### src/rtl/vga_pkg.sv
// Shared VGA timing constants and the pipeline bundle type.
// Counter and colour widths are common to all overlay stages.
package vga_pkg;
  localparam int HOR_PIXELS = 800;
  localparam int VER_PIXELS = 600;
  localparam int CNT_W = 11;
  localparam int POS_W = 12;
  localparam int RGB_W = 12;
  localparam int CMP_W = 13;

  typedef struct packed {
    logic [CNT_W-1:0] hcount;
    logic [CNT_W-1:0] vcount;
    logic             hsync;
    logic             vsync;
    logic             hblnk;
    logic             vblnk;
    logic [RGB_W-1:0] rgb;
  } vga_bus_t;

  localparam int BUS_W = $bits(vga_bus_t);
endpackage

### src/rtl/delay.sv
// Fixed-latency shift register, WIDTH bits wide and CLK_DEL stages deep.
// All stages clear asynchronously on rst_n.
module delay #(
  parameter int WIDTH   = 8,
  parameter int CLK_DEL = 1
) (
  input  logic             clk,
  input  logic             rst_n,
  input  logic [WIDTH-1:0] din,
  output logic [WIDTH-1:0] dout
);
  logic [WIDTH-1:0] pipe_q [CLK_DEL];
  logic [WIDTH-1:0] pipe_d [CLK_DEL];

  always_comb begin
    pipe_d[0] = din;
    for (int i = 1; i < CLK_DEL; i++) begin
      pipe_d[i] = pipe_q[i-1];
    end
  end

  always_ff @(posedge clk or negedge rst_n) begin
    if (!rst_n) begin
      for (int i = 0; i < CLK_DEL; i++) begin
        pipe_q[i] <= '0;
      end
    end else begin
      pipe_q <= pipe_d;
    end
  end

  assign dout = pipe_q[CLK_DEL-1];
endmodule

### src/rtl/draw_sprite.sv
// Sprite overlay stage: ROM addressing, 3-stage aligned timing, colour mux.
// Define SPRITE_KEY_EN to make KEY_COLOR sprite pixels transparent.
module draw_sprite
  import vga_pkg::*;
#(
  parameter int         SPRITE_W  = 48,
  parameter int         SPRITE_H  = 64,
  parameter logic [11:0] KEY_COLOR = 12'hF0F
) (
  input  logic        clk,
  input  logic        rst_n,
  input  logic [11:0] xpos,
  input  logic [11:0] ypos,
  input  logic [10:0] hcount_in,
  input  logic [10:0] vcount_in,
  input  logic        hsync_in,
  input  logic        vsync_in,
  input  logic        hblnk_in,
  input  logic        vblnk_in,
  input  logic [11:0] rgb_in,
  output logic [11:0] rom_addr,
  input  logic [11:0] rom_rgb,
  output logic [10:0] hcount_out,
  output logic [10:0] vcount_out,
  output logic        hsync_out,
  output logic        vsync_out,
  output logic        hblnk_out,
  output logic        vblnk_out,
  output logic [11:0] rgb_out
);
`ifdef SPRITE_KEY_EN
  localparam bit KEY_EN = 1'b1;
`else
  localparam bit KEY_EN = 1'b0;
`endif

  logic             vblnk_prev_q, vblnk_prev_d;
  logic [POS_W-1:0] x_l_q, x_l_d;
  logic [POS_W-1:0] y_l_q, y_l_d;
  logic [11:0]      rom_addr_q, rom_addr_d;
  vga_bus_t         out_q, out_d;

  logic [CMP_W-1:0] h13, v13, x13, y13;
  logic [5:0]       rel_x, rel_y;
  logic             hit, hit_s2, keyed;
  vga_bus_t         bus_in, bus_s2;

  // Position only moves at the start of vertical blanking.
  always_comb begin
    vblnk_prev_d = vblnk_in;
    x_l_d        = x_l_q;
    y_l_d        = y_l_q;
    if (vblnk_in && !vblnk_prev_q) begin
      x_l_d = xpos;
      y_l_d = ypos;
    end
  end

  always_comb begin
    h13   = {2'b00, hcount_in};
    v13   = {2'b00, vcount_in};
    x13   = {1'b0, x_l_q};
    y13   = {1'b0, y_l_q};
    hit   = (h13 >= x13) && (h13 < x13 + CMP_W'(SPRITE_W)) &&
            (v13 >= y13) && (v13 < y13 + CMP_W'(SPRITE_H));
    rel_x = 6'(h13 - x13);
    rel_y = 6'(v13 - y13);
    rom_addr_d = hit ? {rel_y, rel_x} : 12'h000;
  end

  always_comb begin
    bus_in.hcount = hcount_in;
    bus_in.vcount = vcount_in;
    bus_in.hsync  = hsync_in;
    bus_in.vsync  = vsync_in;
    bus_in.hblnk  = hblnk_in;
    bus_in.vblnk  = vblnk_in;
    bus_in.rgb    = rgb_in;
  end

  // S1 and S2 of the bundle; rom_rgb lands alongside S2.
  delay #(
    .WIDTH  (BUS_W + 1),
    .CLK_DEL(2)
  ) u_bundle (
    .clk  (clk),
    .rst_n(rst_n),
    .din  ({hit, bus_in}),
    .dout ({hit_s2, bus_s2})
  );

  always_comb begin
    keyed = KEY_EN && (rom_rgb == KEY_COLOR);
    out_d = bus_s2;
    if (bus_s2.hblnk || bus_s2.vblnk) begin
      out_d.rgb = '0;
    end else if (hit_s2 && !keyed) begin
      out_d.rgb = rom_rgb;
    end else begin
      out_d.rgb = bus_s2.rgb;
    end
  end

  always_ff @(posedge clk or negedge rst_n) begin
    if (!rst_n) begin
      vblnk_prev_q <= 1'b0;
      x_l_q        <= '0;
      y_l_q        <= '0;
      rom_addr_q   <= '0;
      out_q        <= '0;
    end else begin
      vblnk_prev_q <= vblnk_prev_d;
      x_l_q        <= x_l_d;
      y_l_q        <= y_l_d;
      rom_addr_q   <= rom_addr_d;
      out_q        <= out_d;
    end
  end

  assign rom_addr   = rom_addr_q;
  assign hcount_out = out_q.hcount;
  assign vcount_out = out_q.vcount;
  assign hsync_out  = out_q.hsync;
  assign vsync_out  = out_q.vsync;
  assign hblnk_out  = out_q.hblnk;
  assign vblnk_out  = out_q.vblnk;
  assign rgb_out    = out_q.rgb;
endmodule

### config.mk
export PLATFORM = sky130hd
export DESIGN_NAME = draw_sprite
export DESIGN_NICKNAME = d
export VERILOG_FILES = /design/src/rtl/vga_pkg.sv /design/src/rtl/delay.sv /design/src/rtl/draw_sprite.sv
export SDC_FILE = /design/constraint.sdc
export NUM_CORES = 1
export LEC_CHECK = 0
export CORE_MARGIN = 4
export CORE_UTILIZATION = 50
export CTS_CLUSTER_DIAMETER = 60
export DETAILED_ROUTE_END_ITERATION = 7
export PLACE_DENSITY = 0.87
export SLEW_MARGIN = 20
export SYNTH_ARGS = -nofsm -noshare
export SYNTH_HDL_FRONTEND = slang
export SYNTH_SLANG_ARGS = --single-unit
### constraint.sdc
create_clock -name clk -period 2.8 [get_ports clk]
set_clock_uncertainty 0.1 [all_clocks]
set_input_delay 0.56 -clock clk [delete_from_list [all_inputs] [get_ports clk]]
set_output_delay 0.56 -clock clk [all_outputs]
set_load 0.01 [all_outputs]
==> impl_metrics.env <==
export IMPL_fmax_mhz=364
export IMPL_p_comb_share_pct=16.4
export IMPL_rrSetupSlack_ns=0.06
export IMPL_post_dp_hpwl_um=8400
export IMPL_grt_pass1_vias=4022
export IMPL_outcome="completed"
export IMPL_dp_cells=683
export IMPL_vias=3526
export IMPL_viasPerCell=4.90
export IMPL_htree_levels=4
export IMPL_sw_frac_of_total_pct=25.1
export IMPL_firstDrtPassIters=4
export IMPL_clkPwrFrac_pct=38.7
export IMPL_path_delay_family="compound AO/OA/AOI/OAI gates"
export IMPL_syn_inst=398
export IMPL_worstReg2RegStart="x_l_q[4]"
export IMPL_cellPowerDensity_nw_per_um2=683
export IMPL_ir_drop_uv=361
export IMPL_layout_drive_gt1_share_pct=16.1
export IMPL_grt_max_degree=71
export IMPL_drc_errors=0
export IMPL_fin_setup_tns_ns=0
export IMPL_wl_per_cell_um=16.1
export IMPL_nets=680
export IMPL_worstMarginPinSlew_ns=0.643
export IMPL_min_to="u_bundle.dout[4]"
export IMPL_arrival_ns=3.03
export IMPL_ys_flop_type="dfrtp_1"
export IMPL_grt_pass1_wl_um=19000
export IMPL_start_util_pct=51.4
export IMPL_numClockSinks=152
export IMPL_syn_nets=512
export IMPL_finalCritPeriodShare_pct=98.0
export IMPL_timing_critical_path_buf_inv=2
export IMPL_p_switching_mw=1.34
export IMPL_antenna_cells=0
export IMPL_p_leak_nw=3.49
export IMPL_startpoint="x_l_q[4]"
export IMPL_final_setup_viol_count=0
export IMPL_slowest_stage="dfrtp_1"
export IMPL_clock_latency_ns=0.51
export IMPL_startpoint_type="flip-flop"
export IMPL_final_cells=719
export IMPL_synth_seq_cells=152
export IMPL_die_h_um=114
export IMPL_place_gp_congestion=0.839
export IMPL_first_iter_violations=135
export IMPL_ff2ff_path_depth=11
export IMPL_rows=38
export IMPL_slowest_delay_ns=0.38
export IMPL_ys_seq_area_share_pct=67.9
export IMPL_ios=126
export IMPL_cts_inserted_buffers=17
export IMPL_syn_cell_area_um2=5600
export IMPL_cts_root_buf="clkbuf_8"
export IMPL_hold_start="u_bundle.pipe_d[4]"
export IMPL_crit_path_end_kind="flip-flop"
export IMPL_cts_tree="yes"
export IMPL_area_delta_synth_final_pct=39.9
export IMPL_r2r_end="rom_addr[9]"
export IMPL_synth_distinct_cells=49
export IMPL_antenna_found_initial=0
export IMPL_relSlewSlack_pct=57.1
export IMPL_cp_max_fo=12
export IMPL_hold_violations=0
export IMPL_overflow=0
export IMPL_routed_wl_um=11600
export IMPL_portBuffers=125
export IMPL_yosysWarnings=0
export IMPL_clk_pin_slew_ns=0.06
export IMPL_antenna_left=0
export IMPL_required_ns=3.09
export IMPL_pwr_share_seq_pct=44.8
export IMPL_synthArstFlopShare_pct=100
export IMPL_finalCriticalPeriod_ns=2.74
export IMPL_synth_edf_count=0
export IMPL_final_max_slew_violation_count=0
export IMPL_avgSynthCellArea_um2=14.1
export IMPL_core_region_area_um2=10900
export IMPL_crit_chain="inv_1 > ha_2 > nor3_2 > xnor2_1 > ha_1 > and4_1 > a221oi_1 > a21o_1 > a21boi_2 > buf_12 > a2111oi_2"
export IMPL_track_usage_pct=19.1
export IMPL_maxCapViolations=0
export IMPL_holdPathStages=0
export IMPL_die_w_um=114
export IMPL_worstSetupPathType="reg2reg"
export IMPL_internal_power_mw=4.01
export IMPL_cts_path_max_buffers=2
export IMPL_dieArea_um2=13000
export IMPL_hold_class="reg2reg"
[sequential cells by signal (all words and copies together), names as in the netlist]
signal	cells
vcount_out	11
rom_addr	12
rgb_out	12
u_bundle.dout	39
vblnk_out	1
u_bundle.pipe_d	39
vsync_out	1
hcount_out	11
hblnk_out	1
hsync_out	1
y_l_q	12
x_l_q	12
[layout by cell type, fill, tap and decap left out, drive strengths merged, types with 2 or more instances in the layout]
master / count
dfrtp: 152
clkdlybuf4s50: 124
ha: 36
buf: 33
nand2: 32
o21ai: 29
inv: 27
clkbuf: 21
nor2: 17
mux2i: 12
xnor2: 12
nor3: 12
a21oi: 9
clkinv: 8
nand3: 6
mux2: 5
a21o: 3
nor2b: 3
a2111oi: 3
xor2: 2
o21a: 2
nand4: 2
a211oi: 2
nand2b: 2
fa: 2
clkinvlp: 2
o2111ai: 2
o31a: 2
nor3b: 2
[Yosys cell counts, types with 6 or more instances]
| cell | n | area [µm²] |
|---|---|---|
| nor2_1 | 17 | 63.8 |
| mux2i_1 | 12 | 120 |
| dfrtp_1 | 152 | 3800 |
| nand2_1 | 32 | 120 |
| xnor2_1 | 12 | 105 |
| inv_1 | 27 | 101 |
| ha_1 | 36 | 450 |
| clkbuf_1 | 6 | 22.5 |
| a21oi_1 | 7 | 35.0 |
| o21ai_0 | 29 | 145 |
| nor3_2 | 8 | 80.1 |
[timing repair]
item                                   4_1_cts  5_1_grt
endpoints found under the hold margin       67        0
buffers inserted                             0        3
setup endpoints to repair                    0       13
hold buffers                                 1        0
gates resized for setup                      0        3
[final cells by class]
type	count	area, µm²
Fill cell	728	3050
Sequential cell	152	3800
Tap cell	140	175
Timing Repair Buffer	158	1540
Clock buffer	21	449
Inverter	27	101
Clock inverter	11	100
Multi-Input combinational cell	210	1670
[worst register-to-register path, delay by kind of cell, from the launching register on]
kind	cells	cell delay (ns)
xor gates and xnor gates	1	0.15
and+or+nand+nor	2	0.45
buffers and inverters	2	0.25
AOI/OAI and AO/OA	4	0.79
adders and majority gates	2	0.48
DFF	1	0.38
[routing by layer]
layer | wire [µm] | global-route usage [%]
met5 | 0 | 0
met4 | 172 | 6.81
met3 | 554 | 5.41
met2 | 6230 | 34.1
met1 | 4610 | 22.1
[metrics by stage]
stage | hold slack, ns | setup slack [ns] | area [µm²] | total power, mW | utilization (%)
floorplan | 0.164 | 0.242 | 5600 | 2.86 | -
global placement | 0.231 | -0.365 | 7230 | 3.24 | 66.4
detailed placement | 0.235 | -0.487 | 7230 | 3.29 | 66.4
CTS | 0.247 | 0.0270 | 7790 | 5.39 | 71.5
global route | 0.246 | -0.0124 | 7840 | 5.61 | 72.0
finish | 0.245 | 0.0561 | 7840 | 5.35 | 72.0
[power by group through the flow]
stage | logic, mW | registers, mW | clock network (mW)
global placement | 0.814 | 2.43 | 0
global route | 0.965 | 2.41 | 2.23
detailed placement | 0.853 | 2.44 | 0
CTS | 0.870 | 2.40 | 2.12
finish | 0.879 | 2.40 | 2.07
floorplan | 0.426 | 2.43 | 0
[cells by family (layout without fill, tap and decap cells)]
group,count (synthesis),in the layout,synth area share [%]
xor+xnor,14,14,2.19
compound gates,62,62,8.11
simple gates,79,79,7.26
flops,152,152,67.9
mux,17,17,3.15
fa+ha+maj,38,38,8.76
buf+inv,36,217,2.61
[worst max path at each step]
stage          slack [ns]  cells past startpoint           to
4_1_cts              0.03                     11  rom_addr[9]
6_report             0.06                     11  rom_addr[9]
3_3_place_gp        -0.37                     11  rom_addr[3]
2_1_floorplan        0.24                     11  rom_addr[7]
3_5_place_dp        -0.49                     11  rom_addr[1]
5_1_grt             -0.01                     11  rom_addr[9]
(Power assumes the default switching activity.)
